<file path="config.mk">
export PLATFORM = sky130hd
export DESIGN_NAME = multdiv_issue_ctrl
export DESIGN_NICKNAME = d
export VERILOG_FILES = /design/src/rtl/multdiv_issue_ctrl.sv
export SDC_FILE = /design/constraint.sdc
export NUM_CORES = 1
export LEC_CHECK = 0
export CORE_ASPECT_RATIO = 1.5
export CORE_MARGIN = 2
export CORE_UTILIZATION = 41
export CTS_CLUSTER_DIAMETER = 150
export DETAILED_ROUTE_END_ITERATION = 12
export GPL_ROUTABILITY_DRIVEN = 0
export PLACE_DENSITY = 0.76
export SYNTH_ARGS = -nofsm -noshare
export SYNTH_HDL_FRONTEND = slang
export SYNTH_SLANG_ARGS = --single-unit
</file>
<file path="constraint.sdc">
create_clock -name clock -period 1.7 [get_ports clock]
set_input_delay 0.17 -clock clock [delete_from_list [all_inputs] [get_ports clock]]
set_output_delay 0.17 -clock clock [all_outputs]
set_load 0.01 [all_outputs]
</file>
<file path="src/rtl/multdiv_issue_ctrl.sv">
// Issue/stall controller for the shared multiply/divide unit: latch, pulse, guard, wait, writeback.
// Optional watchdog on the WAIT state is enabled by defining MULTDIV_TIMEOUT_EN.
module multdiv_issue_ctrl #(
  parameter int unsigned TIMEOUT_CYCLES = 48,
  parameter int unsigned STATUS_REG     = 30
) (
  input  logic        clock,
  input  logic        reset_n,
  input  logic        issue_valid,
  input  logic        issue_is_div,
  input  logic [31:0] issue_opA,
  input  logic [31:0] issue_opB,
  input  logic [4:0]  issue_rd,
  output logic        ctrl_MULT,
  output logic        ctrl_DIV,
  output logic [31:0] data_operandA,
  output logic [31:0] data_operandB,
  input  logic [31:0] data_result,
  input  logic        data_exception,
  input  logic        data_resultRDY,
  output logic        stall,
  output logic        wb_valid,
  output logic [4:0]  wb_rd,
  output logic [31:0] wb_data,
  output logic        wb_exception
);

  typedef enum logic [2:0] {
    S_IDLE,
    S_ISSUE,
    S_GUARD,
    S_WAIT,
    S_WB
  } state_t;

  localparam logic [31:0] EXC_MULT = 32'd4;
  localparam logic [31:0] EXC_DIV  = 32'd5;
  localparam logic [4:0]  STATUS_RD = 5'(STATUS_REG);

  state_t     r_state;
  logic       r_is_div;
  logic [4:0] r_rd;
  logic       w_busy;

`ifdef MULTDIV_TIMEOUT_EN
  localparam logic [31:0] EXC_TIMEOUT = 32'd6;
  localparam logic [5:0]  CNT_LAST    = 6'(TIMEOUT_CYCLES - 1);
  logic [5:0] r_cnt;
`endif

  assign w_busy = (r_state == S_ISSUE) || (r_state == S_GUARD) || (r_state == S_WAIT);
  assign stall  = ((r_state == S_IDLE) && issue_valid) || w_busy;

  always_ff @(posedge clock or negedge reset_n) begin
    if (!reset_n) begin
      r_state       <= S_IDLE;
      r_is_div      <= 1'b0;
      r_rd          <= '0;
      ctrl_MULT     <= 1'b0;
      ctrl_DIV      <= 1'b0;
      data_operandA <= '0;
      data_operandB <= '0;
      wb_valid      <= 1'b0;
      wb_rd         <= '0;
      wb_data       <= '0;
      wb_exception  <= 1'b0;
`ifdef MULTDIV_TIMEOUT_EN
      r_cnt         <= '0;
`endif
    end else begin
      ctrl_MULT <= 1'b0;
      ctrl_DIV  <= 1'b0;
      wb_valid  <= 1'b0;
      case (r_state)
        S_IDLE: begin
          if (issue_valid) begin
            data_operandA <= issue_opA;
            data_operandB <= issue_opB;
            r_is_div      <= issue_is_div;
            r_rd          <= issue_rd;
            // Pulse is registered on acceptance so it is high exactly during ISSUE.
            ctrl_MULT     <= ~issue_is_div;
            ctrl_DIV      <= issue_is_div;
            r_state       <= S_ISSUE;
          end
        end
        S_ISSUE: r_state <= S_GUARD;
        S_GUARD: begin
          r_state <= S_WAIT;
`ifdef MULTDIV_TIMEOUT_EN
          r_cnt   <= '0;
`endif
        end
        S_WAIT: begin
          if (data_resultRDY) begin
            wb_valid <= 1'b1;
            r_state  <= S_WB;
            if (data_exception) begin
              wb_rd        <= STATUS_RD;
              wb_data      <= r_is_div ? EXC_DIV : EXC_MULT;
              wb_exception <= 1'b1;
            end else begin
              wb_rd        <= r_rd;
              wb_data      <= data_result;
              wb_exception <= 1'b0;
            end
          end
`ifdef MULTDIV_TIMEOUT_EN
          else if (r_cnt == CNT_LAST) begin
            wb_valid     <= 1'b1;
            wb_rd        <= STATUS_RD;
            wb_data      <= EXC_TIMEOUT;
            wb_exception <= 1'b1;
            r_state      <= S_WB;
          end else begin
            r_cnt <= r_cnt + 6'd1;
          end
`endif
        end
        S_WB:    r_state <= S_IDLE;
        default: r_state <= S_IDLE;
      endcase
    end
  end

endmodule

</file>
* Yosys cells after proc, flatten, opt, wreduce, memory -nomap -nowiden
Index checks and enable logic that the tools add are counted.
** Word-level totals
- Flip-flop bits (word level) :: 114
- Latch bits :: 0
- Bits in writable memories :: 0
- Bits in read-only memories :: 0
- Input bits :: 107
- Output and inout port bits :: 106
- Word-level logic and storage cells :: 38
- Memories kept :: 0
** Cells by class
- Add/subtract/negate cells :: 0
- Multiply operators :: 0
- Div/mod/pow operators :: 0
- $lt $le $gt $ge :: 0
- Equality and inequality tests :: 5
- Shift-type cells :: 0
- Muxes and demuxes :: 13
- Bitwise gates (word level) :: 1
- Reduce and logical (&&, ||, !) cells :: 8
** Operator list (count)
- two-way mux 32 bit :: 1
- case mux 3 bit (4 select lines) :: 1
- two-way mux 1 bit :: 8
- == test 3 x 2 -> 1 bit, second input constant :: 2
- two-way mux 3 bit :: 2
- AND reduction 2 bit :: 3
- two-way mux 5 bit :: 1
- inequality test 2 bit, second input constant :: 2
- == test 3 x 1 -> 1 bit, second input constant :: 1
- logical NOT 3 bit :: 1
- logical OR 1 bit :: 3
- logical AND 1 bit :: 1
- NOT 1 bit :: 1

* Logic depth before layout (Yosys ltp)
Gate-level depths: netlist of the first run.
- Word-level depth :: 4
- Mapped depth :: 4
- Gate-level depth less buffers :: 2

* Worst setup path before layout of the first run
OpenSTA, ideal clock, no wires.
- Path type :: register -> register
- Start :: register r_state[2]
- End :: register data_operandA[10]
- Setup time :: 0.125 ns
- Arrival :: 1.365 ns
- Data required time :: 1.575 ns
- Slack :: 0.210 ns
- Cell stages (with the launch flop) :: 5
- Buffers on the path :: 2
- Clock period less this slack :: 1.490 ns
- Cells stage by stage :: dfrtp_1 -> nor4b_2 -> buf_6 -> buf_12 -> mux2_4
** On the way
- Cells in the longest elaborated chain, start to end :: 2
** RTL lines
- from (decl) :: RTL line 40 : state_t r_state;
- from (signal assigned) :: RTL line 56 : r_state <= S_IDLE;
- from (signal assigned) :: RTL line 84 : r_state <= S_ISSUE;
- from (signal assigned) :: RTL line 87 : S_ISSUE: r_state <= S_GUARD;
- logical NOT 3 bit :: RTL line 74 : case (r_state)
- AND reduction 2 bit (no line)
- to (signal assigned) :: RTL line 77 : data_operandA <= issue_opA;
- to (decl) :: RTL line 16 : output logic [31:0] data_operandA,
Every way passes these cells.
A chain may end at the register's enable or synchronous reset.

* Worst setup path after layout of the first run
- Start :: register r_state[0]
- End :: output stall
** On the way
- Cells in the longest elaborated chain, start to end :: 4
- Elaborated cells on any way between the ends :: 8
- Those cells by class :: 3 x eq/ne; 5 x reduce/logical
** RTL lines
- == test 3 x 1 -> 1 bit or == test 3 x 2 -> 1 bit (tied branches) :: RTL line 51 : assign w_busy = (r_state == S_ISSUE) || (r_state == S_GUARD) || (r_state == S_WAIT);
- logical OR 1 bit (2 in a row) :: RTL line 51
- logical OR 1 bit (*) :: RTL line 52 : assign stall = ((r_state == S_IDLE) && issue_valid) || w_busy;
- to (decl) :: RTL line 21 : output logic stall,
Every way passes the cells marked *; elsewhere a longest branch is shown, timed or not.

==> key figures, run 1 <==
Global route
  • Pin count of the biggest net entering global routing: 44
  • Number of antenna violations at the first check in global routing: 0
  • Vias in the first global route: 3555
  • Gr ovfl total: 0
  • Total track usage: 18.88%
  • Met1 track demand over resource in global routing: 20.45%
  • Met3 track demand over resource in global routing: 5.635%
  • Wire length of the first global-routing pass: 18280 microns
  • GR met2 Demand/Resource: 34.10%
  • Global routing's busiest layer: met2

Finish
  • Diodes inserted: 0
  • Fraction of layout instances using a drive strength above 1: 28.94%
  • Net count, final: 636
  • Area growth from synthesis to layout: 59.83%

Drt
  • Number of nets still failing antenna checks after routing: 0
  • Per-cell via count in the routed design: 4.605
  • Routed length per instance: 17.16 microns
  • Drt total wl: 11830 microns
  • Initial detailed-routing violation count: 71
  • Number of detailed-routing iterations run before antenna repair: 3
  • Residual DRC: 0
  • Via Count: 3173

Timing
  • Final setup violation count: 0
  • Number of pins with negative max-slew slack in the final report: 0
  • Worst slew pin tran: 0.4574 ns
  • Min cycle time layout: 1.618 ns
  • Worst path setup slack after routing: 0.08238 ns
  • RSZ-0062 raised after global routing: false
  • Setup TNS: 0 ns
  • Worst rel slew slack: 69.50%
  • Final Hold Vio Count: 0
  • Crit share post-route: 95.15%
  • Highest achievable clock rate: 618.2 MHz
  • Final worst clock skew: 0.007057 ns

Synthesis
  • Post-synthesis cell area: 0.004887 sq mm
  • Share of synthesized area occupied by flip-flops and latches: 58.37%
  • Top cells by count, synth: sky130_fd_sc_hd__dfrtp_1, sky130_fd_sc_hd__mux2_4, sky130_fd_sc_hd__mux2_2, sky130_fd_sc_hd__nor2b_1, sky130_fd_sc_hd__buf_12
  • Post-Synthesis Cells: 292
  • Asr flop ratio synth: 100.0%
  • Top FF cell, synth: sky130_fd_sc_hd__dfrtp_1
  • Synthesized area per cell: 16.74 sq um
  • Total nets after synthesis: 399
  • Synth Warn #: 0
  • Cell with the most instances after synthesis: sky130_fd_sc_hd__dfrtp_1
  • Post-synth top area cell: sky130_fd_sc_hd__dfrtp_1
  • Ranking of synthesized cells by area: sky130_fd_sc_hd__dfrtp_1, sky130_fd_sc_hd__mux2_4, sky130_fd_sc_hd__mux2_2, sky130_fd_sc_hd__nor2b_1, sky130_fd_sc_hd__buf_12
  • Flops & latches, synth: 114
  • Post-synth top area share: 58.37%
  • Number of synthesized flops with an enable pin: 0
  • Yosys cell types: 22

Setup path
  • Data arrival time of the worst path: 1.45 ns
  • Required time of the critical path: 1.53 ns
  • Maximum fanout along the worst path: 6
  • Type of origin of the critical path: flip-flop
  • Worst Setup Path Type: reg -> out
  • Critical Path End Type: primary output

Place
  • Hpwl dp: 8912 microns
  • Port-buffer cells: 212
  • Pre-CTS WS: -0.1064 ns

Power and ir drop
  • Peak VDD IR: 0.8214 mV
  • Leakage power total: 3.432 nW
  • Power per cell area: 1854 mW/mm^2
  • Overall power: 14.49 mW

Outcome
  • Run status: finished, final reports clean

Clocking
  • Buffer levels on the longest clock path: 2
  • Clock tree from TritonCTS: done
  • Clock edge transition at the registers on the reported setup and hold paths: 0.05 ns
  • H-tree lvl count: 4
  • Clock latency on the worst-skew pair: 0.40 ns
  • Sink count of the clock tree: 114
  • Inserted Clock Buffers: 17
  • Root buffer selected by CTS: sky130_fd_sc_hd__clkbuf_16

Die
  • Initial Utilization: 42.16%
  • DIE AREA: 0.01283 sq mm
  • Site Rows: 48
  • Area of the placeable core: 0.01159 sq mm
  • Boundary pin count: 213
  • Die extent in x: 93.15 microns
  • Die extent in y: 137.7 microns

Hold path
  • Path type of the worst min-delay path: in -> async

Run
  • Reported max-cap violation count: 0
[cell type report]
type	instances	area, sq um
tap	150	187.7
inverter	5	18.77
multi-input combinational	157	1810
timing repair buffer	234	2387
sequential	114	2853
clock buffer	24	501.7
clock inverter	5	52.55
fill	831	3780
[per-layer routing]
layer,routed length [microns],vias to the layer above
li1,-,1476
met1,4335,1568
met2,6625,116
met3,659,13
met4,204,0
met5,0,-
[cells by family (layout without fill, tap and decap cells)]
| logic type | after synthesis | in the layout | share of synthesized area [%] |
|---|---|---|---|
| AND/OR/NAND/NOR | 44 | 44 | 5.811 |
| multiplexers | 109 | 109 | 30.52 |
| flip-flops | 114 | 114 | 58.37 |
| buffers and inverters | 21 | 268 | 4.762 |
| AO/OA/AOI/OAI | 4 | 4 | 0.5375 |
[metrics by stage]
step                      hold slack, ns  cell area, sq um  std cells  utilization (%)
after CTS                         0.2739              7810        689            67.38
after global routing              0.3067              7811        689            67.39
after floorplan                  -0.1256              4887        292                -
after detailed placement          0.1601              7247        659            62.52
after global placement            0.1593              7247        659            62.52
final                             0.2816              7811        689            67.39
[repair_timing]
item	4_1_cts	5_1_grt
endpoints found under the hold margin	32	0
setup endpoints to repair	1	2
gates resized for setup	1	1
hold buffers	1	0
buffers inserted	0	0
pin swaps	0	1
[layout by cell type, fill, tap and decap left out]
| master | Yosys | layout |
|---|---|---|
| sky130_fd_sc_hd__and2_1 | 1 | 1 |
| sky130_fd_sc_hd__buf_12 | 8 | 8 |
| sky130_fd_sc_hd__clkbuf_1 | 3 | 2 |
| sky130_fd_sc_hd__a21oi_1 | 1 | 1 |
| sky130_fd_sc_hd__nor2b_1 | 29 | 29 |
| sky130_fd_sc_hd__clkinv_2 | 0 | 3 |
| sky130_fd_sc_hd__bufinv_16 | 0 | 1 |
| sky130_fd_sc_hd__clkdlybuf4s15_1 | 0 | 1 |
| sky130_fd_sc_hd__mux2_4 | 72 | 72 |
| sky130_fd_sc_hd__inv_1 | 5 | 5 |
| sky130_fd_sc_hd__o21bai_1 | 2 | 2 |
| sky130_fd_sc_hd__nor3_1 | 1 | 1 |
| sky130_fd_sc_hd__clkdlybuf4s50_1 | 0 | 210 |
| sky130_fd_sc_hd__and2b_1 | 3 | 3 |
| sky130_fd_sc_hd__and4b_2 | 1 | 1 |
| sky130_fd_sc_hd__mux2_2 | 32 | 32 |
| sky130_fd_sc_hd__buf_4 | 2 | 14 |
| sky130_fd_sc_hd__and4b_4 | 1 | 1 |
| sky130_fd_sc_hd__clkbuf_8 | 0 | 5 |
| sky130_fd_sc_hd__mux2i_1 | 5 | 5 |
| sky130_fd_sc_hd__clkbuf_16 | 0 | 17 |
| sky130_fd_sc_hd__dlygate4sd3_1 | 0 | 1 |
| sky130_fd_sc_hd__clkinvlp_4 | 0 | 1 |
| sky130_fd_sc_hd__dfrtp_1 | 114 | 114 |
| sky130_fd_sc_hd__nor2_1 | 6 | 6 |
| sky130_fd_sc_hd__a31oi_1 | 1 | 1 |
| sky130_fd_sc_hd__nor4b_4 | 0 | 1 |
| sky130_fd_sc_hd__nand2b_1 | 1 | 1 |
[report_power, final]
group | leakage (nW) | total [mW] | switching [mW] | internal [mW]
logic | 1.77 | 6.36 | 2.09 | 4.27
clock network | 0.274 | 3.30 | 1.13 | 2.17
registers | 1.39 | 4.82 | 0.777 | 4.04
[state kept, by name, summed over array words and instances (netlist names), 3 cells and up]
name           cells
wb_data           32
r_rd               5
data_operandA     32
wb_rd              5
r_state            3
data_operandB     32
[worst max-delay path, stage by stage, from the launching register on]
cell and delay, ns:
sky130_fd_sc_hd__dfrtp_1 0.40, sky130_fd_sc_hd__buf_4 0.16, sky130_fd_sc_hd__nor3_1 0.17, sky130_fd_sc_hd__nor2_1 0.06, sky130_fd_sc_hd__clkdlybuf4s15_1 0.26
[path summary, 6_finish.rpt]
check	from	end	slack, ns	cells after the start
hold reg to reg	r_rd[0]	r_rd[0]	0.50	1
max in group asynchronous	reset_n	data_operandB[23]	0.83	3
setup reg to reg	r_state[1]	data_operandA[9]	0.11	4
min in group clock	issue_is_div	ctrl_MULT	0.35	2
hold / removal	reset_n	data_operandB[30]	0.28	2
setup / recovery	r_state[0]	stall	0.08	4
No activity file was read; power rests on OpenSTA's default activity.
==> inputs of run 2 (changes only) <==
CTS_CLUSTER_DIAMETER = default   (was 150)
==> results of run 2 <==
Same layout as run 1: the final DEF is identical, and so are final timing and power.
